`config.mk`:
```
export PLATFORM = sky130hd
export DESIGN_NAME = fb_rect_fill
export DESIGN_NICKNAME = d
export VERILOG_FILES = /design/src/rtl/fb_rect_fill.sv
export SDC_FILE = /design/constraint.sdc
export NUM_CORES = 1
export LEC_CHECK = 0
export BUFFER_PORTS_ARGS = -buffer_cell sky130_fd_sc_hd__buf_2
export CORE_MARGIN = 2
export CORE_UTILIZATION = 55
export DETAILED_ROUTE_END_ITERATION = 12
export GPL_TIMING_DRIVEN = 0
export PLACE_DENSITY = 0.76
export SYNTH_ARGS = -nofsm -noshare
export SYNTH_HDL_FRONTEND = slang
export SYNTH_SLANG_ARGS = --single-unit
```
`constraint.sdc`:
```
create_clock -name clk -period 11.09 [get_ports clk]
set_clock_uncertainty 0.15 [all_clocks]
set_input_delay 1.109 -clock clk [delete_from_list [all_inputs] [get_ports clk]]
set_output_delay 1.109 -clock clk [all_outputs]
set_load 0.03 [all_outputs]
```
`src/rtl/fb_rect_fill.sv`:
```
// fb_rect_fill: writes one colour into a rectangle of framebuffer words.
// Core programs the job, pulses start, and polls busy/done. The job is
// latched on start, so the input fields may change once the job is running.
// mem_addr/mem_wdata/mem_we are registered and hold steady while mem_ready
// is low; busy and done are decoded directly from the state register.
module fb_rect_fill #(
    parameter int ADDR_W     = 24,
    parameter int DATA_W     = 16,
    parameter int DIM_W      = 10,
    parameter int LINE_WORDS = 640
) (
    input  logic              clk,
    input  logic              rst_n,
    input  logic              start,
    input  logic              abort,
    input  logic [ADDR_W-1:0] base_addr,
    input  logic [DIM_W-1:0]  x0,
    input  logic [DIM_W-1:0]  y0,
    input  logic [DIM_W-1:0]  width,
    input  logic [DIM_W-1:0]  height,
    input  logic [DATA_W-1:0] color,
    input  logic              mem_ready,
    output logic [ADDR_W-1:0] mem_addr,
    output logic [DATA_W-1:0] mem_wdata,
    output logic              mem_we,
    output logic              busy,
    output logic              done
);

    localparam logic [ADDR_W-1:0] LINE_A = ADDR_W'(LINE_WORDS);

    typedef enum logic [1:0] {S_IDLE, S_SETUP, S_WRITE, S_DONE} state_t;

    state_t            state_q, state_d;
    logic [ADDR_W-1:0] base_q, base_d;
    logic [DIM_W-1:0]  x0_q, x0_d, y0_q, y0_d, w_q, w_d, h_q, h_d;
    logic [DATA_W-1:0] color_q, color_d;
    logic [ADDR_W-1:0] row_addr_q, row_addr_d;
    logic [DIM_W-1:0]  col_q, col_d, row_q, row_d;
    logic [ADDR_W-1:0] addr_q, addr_d;
    logic [DATA_W-1:0] wdata_q, wdata_d;
    logic              we_q, we_d;
    logic [ADDR_W-1:0] setup_addr;
    logic              last_col, last_row;

    // First pixel address of the first row. Every term is ADDR_W wide, so
    // the arithmetic wraps silently at the top of the address space.
    assign setup_addr = base_q + ADDR_W'(y0_q) * LINE_A + ADDR_W'(x0_q);
    assign last_col   = (col_q == w_q - DIM_W'(1));
    assign last_row   = (row_q == h_q - DIM_W'(1));

    // Next state: job latch, rectangle walk, and write port.
    always_comb begin
        state_d    = state_q;
        base_d     = base_q;
        x0_d       = x0_q;
        y0_d       = y0_q;
        w_d        = w_q;
        h_d        = h_q;
        color_d    = color_q;
        row_addr_d = row_addr_q;
        col_d      = col_q;
        row_d      = row_q;
        addr_d     = addr_q;
        wdata_d    = wdata_q;
        we_d       = we_q;
        case (state_q)
            S_IDLE: begin
                // abort is ignored here, so start wins when both are high
                if (start) begin
                    base_d  = base_addr;
                    x0_d    = x0;
                    y0_d    = y0;
                    w_d     = width;
                    h_d     = height;
                    color_d = color;
                    state_d = S_SETUP;
                end
            end
            S_SETUP: begin
                if (abort) begin
                    state_d = S_IDLE;
                end else begin
                    row_addr_d = setup_addr;
                    col_d      = '0;
                    row_d      = '0;
                    addr_d     = setup_addr;
                    wdata_d    = color_q;
                    if (w_q == '0 || h_q == '0) begin
                        state_d = S_DONE;
                    end else begin
                        we_d    = 1'b1;
                        state_d = S_WRITE;
                    end
                end
            end
            S_WRITE: begin
                if (abort) begin
                    // a write accepted in this cycle has already landed
                    we_d    = 1'b0;
                    state_d = S_IDLE;
                end else if (mem_ready) begin
                    if (last_col) begin
                        if (last_row) begin
                            we_d    = 1'b0;
                            state_d = S_DONE;
                        end else begin
                            col_d      = '0;
                            row_d      = row_q + DIM_W'(1);
                            row_addr_d = row_addr_q + LINE_A;
                            addr_d     = row_addr_q + LINE_A;
                        end
                    end else begin
                        col_d  = col_q + DIM_W'(1);
                        addr_d = addr_q + ADDR_W'(1);
                    end
                end
            end
            S_DONE: state_d = S_IDLE;
            default: begin
                we_d    = 1'b0;
                state_d = S_IDLE;
            end
        endcase
    end

    // State registers; reset clears the port and drops any fill in progress.
    always_ff @(posedge clk) begin
        if (!rst_n) begin
            state_q    <= S_IDLE;
            base_q     <= '0;
            x0_q       <= '0;
            y0_q       <= '0;
            w_q        <= '0;
            h_q        <= '0;
            color_q    <= '0;
            row_addr_q <= '0;
            col_q      <= '0;
            row_q      <= '0;
            addr_q     <= '0;
            wdata_q    <= '0;
            we_q       <= 1'b0;
        end else begin
            state_q    <= state_d;
            base_q     <= base_d;
            x0_q       <= x0_d;
            y0_q       <= y0_d;
            w_q        <= w_d;
            h_q        <= h_d;
            color_q    <= color_d;
            row_addr_q <= row_addr_d;
            col_q      <= col_d;
            row_q      <= row_d;
            addr_q     <= addr_d;
            wdata_q    <= wdata_d;
            we_q       <= we_d;
        end
    end

    assign mem_addr  = addr_q;
    assign mem_wdata = wdata_q;
    assign mem_we    = we_q;
    assign busy      = (state_q == S_SETUP) || (state_q == S_WRITE);
    assign done      = (state_q == S_DONE);

endmodule
```
==> flow_summary.ini, run 1 <==
[pwr]
pwr-share-seq_pct = 41.3
p_sw_mw = 0.565
powerDensity_nw_per_um2 = 145
p_int_mw = 1.08
sw_frac_of_total_pct = 34.3
ir_drop_mv = 0.115
p_clk_share_pct = 36.6
p_comb_share_pct = 22.1
power_leakage_nw = 4.76

[global_routing]
grt_pass1_vias = 9105
grt_usage_pct = 31.0
grt_first_pass_wirelength_um = 45500
grt_start_max_net_pins = 19
antenna_found_initial = 0
grt_overflow = 0

[worst_hold_path]
worstHoldPathType = register to register

[setup_path]
cp.required_ns = 11.24
crit_path_end_kind = register
cp.arrival_ns = 4.80
crit_type = register to register
crit_fanout = 5
critPathLaunchType = register

[timing]
slew_viol_final = 0
worst_slew_pin_slew_ns = 0.812
timing.fmax_mhz = 215
setup_tns_ns = 0
fin_crit_sh_pct = 41.9
finalHoldViolCount = 0
relSlewSlack_pct = 45.5
setup_viol = 0
min_period_ns = 4.65
rsz0062_at_grt = false

[clocking]
clk_pin_slew_ns = 0.07
cts_num_sinks = 167
cts_root_buffer = clkbuf_16
clockBufferDepth = 2
cts_tree = yes
cts_buffers = 17
cts_setup_buffers = 0
ctsHoldBuffers = 0
cts_resized = 0
h-tree-depth = 4
clk_latency_ns = 0.44

[synth]
synth_area_per_cell_um2 = 7.64
ys.flop_type = dfxtp_1
async_flop_share_pct = 0
synth.distinct_cells = 66
synth_area_um2 = 9830
synth_sequential_area_ratio_pct = 34.0
synth.net_count = 1440
ys_ff_latch = 167
yosysWarnings = 0
synth_edf_count = 0
syn_inst = 1286

[run_status]
status = finished clean

[routing]
ant_nets = 0
drt_iter0_drc = 910
first_pass_iters = 8
wire_per_inst_um = 17.7
vias_per_cell = 5.88
vias = 9827
drt-total-wl_um = 29500
drc_errors = 0

[cells_and_area]
synthToLayoutAreaGrowth_pct = 15.4
stdcell_area_um2 = 11300
antenna_cells = 0
final_common_cell = nand2_1
nets = 1586
layout-drive-gt1-share_pct = 12.5
final_core_util_pct = 65.4
final_cell_mix = nand2_1, a21oi_1, dfxtp_1

[die]
core_area_um2 = 17400
die_w_um = 138
initial_core_util_pct = 56.6
io_pins = 128
core.rowCount = 48
die_area_um2 = 19000
fp.dieH_um = 138

[place]
place_area_um2 = 10700
io_buffers = 127
dpl.hpwl_um = 21800
gp_congestion = 0.960

[run]
maxCapViolations = 0
-- worst paths after layout --
kind / from / end / slack (ns) / cells past startpoint
max: y0_q[0]$_SDFFE_PN0P_ / mem_addr[21]$_SDFFE_PN0P_ / 6.44 / 17
min: color_q[9]$_SDFFE_PN0P_ / mem_wdata[9]$_SDFFE_PN0P_ / 0.31 / 2
max reg2reg: y0_q[0]$_SDFFE_PN0P_ / mem_addr[21]$_SDFFE_PN0P_ / 6.44 / 17
min reg2reg: color_q[9]$_SDFFE_PN0P_ / mem_wdata[9]$_SDFFE_PN0P_ / 0.31 / 2
-- Yosys cell counts, types with 6 or more instances --
cell type  count  area, um2
dfxtp_1      167       3340
nor3_1        15       75.1
o21bai_1       6       45.0
nand2b_1       9       56.3
o221a_2        6       67.6
mux2i_1        8       80.1
xor2_1        39        342
o31ai_1        7       52.6
o211ai_1       8       60.1
a21boi_0       6       45.0
nand2_1      262        983
nor2_1        74        278
and2_1         6       37.5
a21o_1        13       97.6
xnor2_1       36        315
o21ai_0       67        335
or3_1         17        106
clkbuf_1      64        240
ha_1          64        801
a21oi_1      178        891
nor2b_1       11       68.8
inv_1         37        139
and3_1        12       75.1
nor4_1         7       43.8
a211oi_1      10       75.1
a31oi_1       19        119
nand4_1       11       68.8
o21a_1        13       97.6
nand3_1       35        175
-- layout make-up --
class / instances / area, um2
plain buffers: 75 / 302
clock buffers: 18 / 439
clock inverters: 14 / 160
fillers: 1516 / 6010
inverters: 37 / 139
multi-input cells: 1007 / 6050
flip-flops and latches: 167 / 3340
well taps: 225 / 282
repair buffers: 127 / 636
-- state kept, by name (all words and copies together) (netlist names) --
signal and flops:
mem_wdata 16, base_q 24, state_q 2, row_q 10, col_q 10, w_q 10, mem_we 1, row_addr_q 24
mem_addr 24, h_q 10, x0_q 10, y0_q 10, color_q 16
-- metal layers --
metal	vias to the layer above	wire length, um	global-route usage (%)
met5	-	0	0
li1	4802	-	-
met4	0	995	12.8
met1	4538	12400	39.0
met2	417	13800	52.2
met3	70	2340	5.92
-- power groups by stage --
| stage | Clock [mW] | Sequential (mW) | Combinational (mW) |
|---|---|---|---|
| final | 0.601 | 0.680 | 0.364 |
| after global routing | 0.628 | 0.684 | 0.400 |
| after CTS | 0.606 | 0.678 | 0.359 |
| after detailed placement | 0 | 0.692 | 0.354 |
| after global placement | 0 | 0.691 | 0.350 |
| after floorplan | 0 | 0.700 | 0.233 |
-- cells by family (layout without fill, tap and decap cells) --
family	Yosys count	in the layout	synth area share, %
AND/OR/NAND/NOR	481	481	21.9
multiplexers	11	11	1.16
XOR/XNOR	75	75	6.68
buffers and inverters	112	271	4.48
AO/OA/AOI/OAI	371	371	22.6
flip-flops	167	167	34.0
adder cells (fa/ha/maj)	69	69	9.16
-- metrics by stage --
stage	setup slack, ns	hold slack, ns	cells	power (mW)
2_1_floorplan	7.19	0.282	1286	0.933
3_3_place_gp	6.63	0.292	1638	1.04
3_5_place_dp	6.54	0.296	1638	1.05
4_1_cts	6.48	0.306	1670	1.64
5_1_grt	6.05	0.319	1670	1.71
6_report	6.44	0.305	1670	1.65
-- worst max-delay path: stages (launching register included) --
cell and delay (ns):
dfxtp_1 0.49, ha_1 0.21, ha_1 0.16, inv_1 0.05, fa_1 0.39, nor2b_1 0.12, o21ai_0 0.09, a21boi_0 0.26
nor2_1 0.11, ha_1 0.29, ha_1 0.39, a21oi_1 0.25, o21bai_1 0.10, a221o_1 0.38, nor3_1 0.43, nor3_1 0.10
o21ai_0 0.39, a21oi_1 0.14
Power figures use the tool's default switching activity.
==> run 2, diff against run 1 <==
CORE_UTILIZATION = 53   (was 55)
PLACE_DENSITY = 0.77   (was 0.76)
clock period = 3.8 ns   (was 11.09 ns; I/O delays follow)
==> flow_summary.ini, run 2 (synthesized netlist as in run 1, its figures left out) <==
[cells_and_area]
final_common_cell = nand2_1
multiInputGateArea_um2 = 6510
layout-drive-gt1-share_pct = 18.8
nets = 1602
fin_cells = 1690
stdcell_area_um2 = 12000
seq_area_um2 = 3360
final_cell_mix = nand2_1, a21oi_1, dfxtp_1
synthToLayoutAreaGrowth_pct = 22.1
fillCellCount = 1479
antenna_cells = 0

[die]
core_area_um2 = 18100
initial_core_util_pct = 54.4
die_area_um2 = 19700
io_pins = 128
die_w_um = 140
fp.dieH_um = 140
core.rowCount = 49

[clocking]
cts_buffers = 17
clk_latency_ns = 0.45
cts_root_buffer = clkbuf_16
h-tree-depth = 4
cts_num_sinks = 167
clockBufferDepth = 2
cts_tree = yes
clk_pin_slew_ns = 0.08

[timing]
setup_viol = 17
timing.fmax_mhz = 241
relSlewSlack_pct = 45.0
fin_crit_sh_pct = 109
worst_slew_pin_slew_ns = 0.825
slew_viol_final = 0
finalHoldViolCount = 0
min_period_ns = 4.15
setup_slack_ns = -0.351
rsz0062_at_grt = true

[run_status]
violations = setup timing
status = finished, violations left

[setup_path]
crit_chain = ha_1 > ha_4 > nor2b_2 > o21ai_2 > a21boi_2 > o21a_1 > o21ai_1 > nand2b_1 > a21oi_2 > xnor2_1 > ha_1 > ha_4 > o21ai_4 > nor2_2 > nor2_2 > o31ai_4 > a41oi_2 > mux2i_2 > a31oi_1
max_stage_delay_ns = 0.38
slowest_stage = mux2i_2
cp.required_ns = 3.97
crit_family = compound AO/OA/AOI/OAI gates
cp_num_buf_inv = 0
crit_type = register to register
crit_path_end_kind = register
critPathLaunchType = register
cp.arrival_ns = 4.32
crit_fanout = 3

[routing]
vias_per_cell = 5.95
wire_per_inst_um = 17.9
first_pass_iters = 5
drt-total-wl_um = 30300
drc_errors = 0
vias = 10100
ant_nets = 0
drt_iter0_drc = 826

[place]
io_buffers = 127
post-place-ws_ns = -0.798
dp_cells = 1642
dpl.hpwl_um = 21400
place_area_um2 = 10800
gp_congestion = 1.02

[global_routing]
grt_overflow = 0
grt_start_max_net_pins = 19
grt_first_pass_wirelength_um = 47100
grt_pass1_vias = 9526
grt_usage_pct = 30.0
antenna_found_initial = 0

[pwr]
ir_drop_mv = 0.425
powerDensity_nw_per_um2 = 419
power_leakage_nw = 4.88

[run]
maxCapViolations = 0

[worst_hold_path]
worstHoldPathType = input port to register
[run 2: changes by cell type in the layout (fill, tap and decap cells not counted), sizes merged]
cell / previous run / this run
bufinv: 0 / 2
buf: 138 / 154
inv: 44 / 45
clkbuf: 82 / 80
clkinvlp: 0 / 2
clkinv: 7 / 3
dlygate4sd3: 0 / 1
[run 2: worst paths after layout]
kind | from | end | slack (ns) | cells after the start
worst max register to register | y0_q[3]$_SDFFE_PN0P_ | row_addr_q[22]$_SDFFE_PN0P_ | -0.35 | 19
worst min register to register | color_q[15]$_SDFFE_PN0P_ | mem_wdata[15]$_SDFFE_PN0P_ | 0.31 | 2
worst max-delay path | y0_q[3]$_SDFFE_PN0P_ | row_addr_q[22]$_SDFFE_PN0P_ | -0.35 | 19
worst min-delay path | y0[3] | y0_q[3]$_SDFFE_PN0P_ | 0.003 | 3
[run 2: final cells by class]
type | count | area share (%)
multi-input combinational | 1007 | 54.2
sequential | 167 | 28.0
timing repair buffer | 144 | 6.41
clock buffer | 17 | 3.54
buffer | 74 | 2.62
tap | 229 | 2.39
clock inverter | 15 | 1.68
inverter | 37 | 1.16
[run 2: metrics by stage]
| step | total power [mW] | utilization, % | setup TNS (ns) | hold WS [ns] |
|---|---|---|---|---|
| detailed placement | 3.05 | 59.6 | -9.54 | 0.296 |
| floorplan | 2.73 | - | -0.00851 | 0.282 |
| finish | 5.04 | 66.4 | -3.05 | 0.00322 |
| CTS | 4.96 | 65.3 | -1.88 | 0.00164 |
| global placement | 3.03 | 59.6 | -8.26 | 0.288 |
| global route | 5.23 | 66.4 | -5.86 | 0.0148 |
[run 2: power breakdown]
part | switching, mW | total, mW | internal [mW]
logic | 0.737 | 1.20 | 0.467
registers | 0.122 | 1.99 | 1.86
clock network | 0.838 | 1.85 | 1.01
total | 1.70 | 5.04 | 3.34
[run 2: routing by layer]
| layer | routed length, um | part of all wire, % | GRT usage, % | up-vias |
|---|---|---|---|---|
| met4 | 1070 | 3.5 | 13.1 | 0 |
| met5 | 0 | 0 | 0 | - |
| met3 | 2570 | 8.5 | 7.21 | 88 |
| met1 | 12300 | 40 | 36.8 | 4653 |
| met2 | 14400 | 48 | 50.4 | 470 |
| li1 | - | - | - | 4843 |
[run 2: tightest hold or removal path: stages]
cell,delay (ns)
buf_2,0.10
nand2_1,0.05
a21oi_1,0.05
[run 2: what timing repair did]
item	in CTS	in global routing
endpoints found under the hold margin	1	0
hold buffers	1	0
pin swaps	43	22
endpoints found under the setup margin	28	53
buffers inserted	13	3
gates resized for setup	66	54
==> run 3, diff against run 2 <==
CORE_ASPECT_RATIO = 0.8   (was unset)
==> flow_summary.ini, run 3 (synthesized netlist as in run 1, its figures left out) <==
[timing]
worst_slew_pin_slew_ns = 0.777
min_period_ns = 4.10
timing.fmax_mhz = 244
setup_slack_ns = -0.296
slew_viol_final = 0
setup_tns_ns = -2.92
relSlewSlack_pct = 48.2
setup_viol = 14
finalHoldViolCount = 0
rsz0062_at_grt = true
fin_crit_sh_pct = 108

[place]
io_buffers = 127
dp_cells = 1643
place_area_um2 = 10800
gp_congestion = 0.987
dpl.hpwl_um = 21800

[global_routing]
grt_pass1_vias = 9516
grt_start_max_net_pins = 20
grt_overflow = 0
grt_usage_pct = 31.5
antenna_found_initial = 0
grt_first_pass_wirelength_um = 48900

[routing]
vias = 10200
ant_nets = 0
drt-total-wl_um = 31500
drt_iter0_drc = 1027
first_pass_iters = 6
wire_per_inst_um = 18.6
drc_errors = 0
vias_per_cell = 6.05

[clocking]
cts_root_buffer = clkbuf_16
ctsHoldBuffers = 0
cts_buffers = 17
clk_latency_ns = 0.45
clockBufferDepth = 2
cts_tree = yes
h-tree-depth = 4
cts_num_sinks = 167
clk_pin_slew_ns = 0.08

[cells_and_area]
fin_cells = 1693
synthToLayoutAreaGrowth_pct = 22.4
nets = 1604
stdcell_area_um2 = 12000
antenna_cells = 0
final_common_cell = nand2_1
final_cell_mix = nand2_1, a21oi_1, dfxtp_1
layout-drive-gt1-share_pct = 19.3

[pwr]
power_leakage_nw = 4.92
p_sw_mw = 1.76
p_comb_share_pct = 24.2
p_int_mw = 3.30
p_clk_share_pct = 36.5
powerDensity_nw_per_um2 = 420
power_mw = 5.06
ir_drop_mv = 0.245
pwr-share-seq_pct = 39.3
sw_frac_of_total_pct = 34.8

[setup_path]
crit_fanout = 5
cp.arrival_ns = 4.28
cp.required_ns = 3.98
critPathLaunchType = register
crit_path_end_kind = register
crit_type = register to register

[run]
maxCapViolations = 0

[die]
core_area_um2 = 18200
die_area_um2 = 19700
die_w_um = 156
core.rowCount = 44
fp.dieH_um = 126
io_pins = 128
initial_core_util_pct = 54.1

[worst_hold_path]
worstHoldPathType = input port to register

[run_status]
violations = setup timing
status = finished, violations left
run 3: routing by layer:
layer / up-vias / part of all wire (%) / track usage [%]
met1: 4768 / 43 / 43.2
met5: - / 0 / 0
met4: 0 / 3.3 / 11.2
li1: 4841 / - / -
met2: 546 / 44 / 48.5
met3: 89 / 9.9 / 7.67
run 3: critical path, stage by stage (launching register included):
cell	delay [ns]
dfxtp_4	0.37
ha_4	0.27
ha_4	0.12
inv_2	0.04
fa_2	0.38
nor2b_2	0.14
o21ai_2	0.09
a21boi_2	0.18
o21a_1	0.18
nor2_2	0.06
xnor2_1	0.17
ha_1	0.28
ha_4	0.27
a211oi_4	0.24
nor2_1	0.09
nor2_2	0.14
o31ai_4	0.11
a41oi_2	0.26
mux2i_2	0.32
a31oi_1	0.12
run 3: final timing paths:
path | from | to | slack, ns | depth (start not counted)
setup / recovery | y0_q[3]$_SDFFE_PN0P_ | row_addr_q[22]$_SDFFE_PN0P_ | -0.30 | 19
hold / removal | color[6] | color_q[6]$_SDFFE_PN0P_ | 0.005 | 3
setup reg to reg | y0_q[3]$_SDFFE_PN0P_ | row_addr_q[22]$_SDFFE_PN0P_ | -0.30 | 19
hold reg to reg | color_q[1]$_SDFFE_PN0P_ | mem_wdata[1]$_SDFFE_PN0P_ | 0.30 | 2
run 3: per-stage QoR:
stage                     hold WS, ns  utilization [%]  setup WS [ns]
after floorplan                 0.282                -       -0.00851
after global placement          0.287             59.3         -0.580
after detailed placement        0.296             59.3         -0.666
after CTS                     0.00152             65.1         -0.163
after global routing          0.00424             66.2         -0.462
final                         0.00502             66.2         -0.296
run 3: power groups by stage:
stage	clock network, mW	registers, mW	logic (mW)
after CTS	1.85	1.98	1.15
after global placement	0	2.02	1.03
after global routing	1.93	2.00	1.34
final	1.85	1.99	1.23
after detailed placement	0	2.02	1.05
after floorplan	0	2.04	0.686
run 3: final cells by class:
| cell class | instances | area, um2 |
|---|---|---|
| tap | 230 | 288 |
| timing repair buffer | 147 | 790 |
| clock buffer | 17 | 425 |
| multi-input combinational | 1007 | 6520 |
| buffer | 73 | 309 |
| inverter | 37 | 139 |
| sequential | 167 | 3360 |
| fill | 1568 | 6140 |
| clock inverter | 15 | 200 |
run 3: timing repair:
item | in CTS | in global routing
pin swaps | 49 | 23
gates resized for setup | 64 | 54
endpoints found under the setup margin | 27 | 56
gates cloned | 0 | 0
buffers inserted | 15 | 5
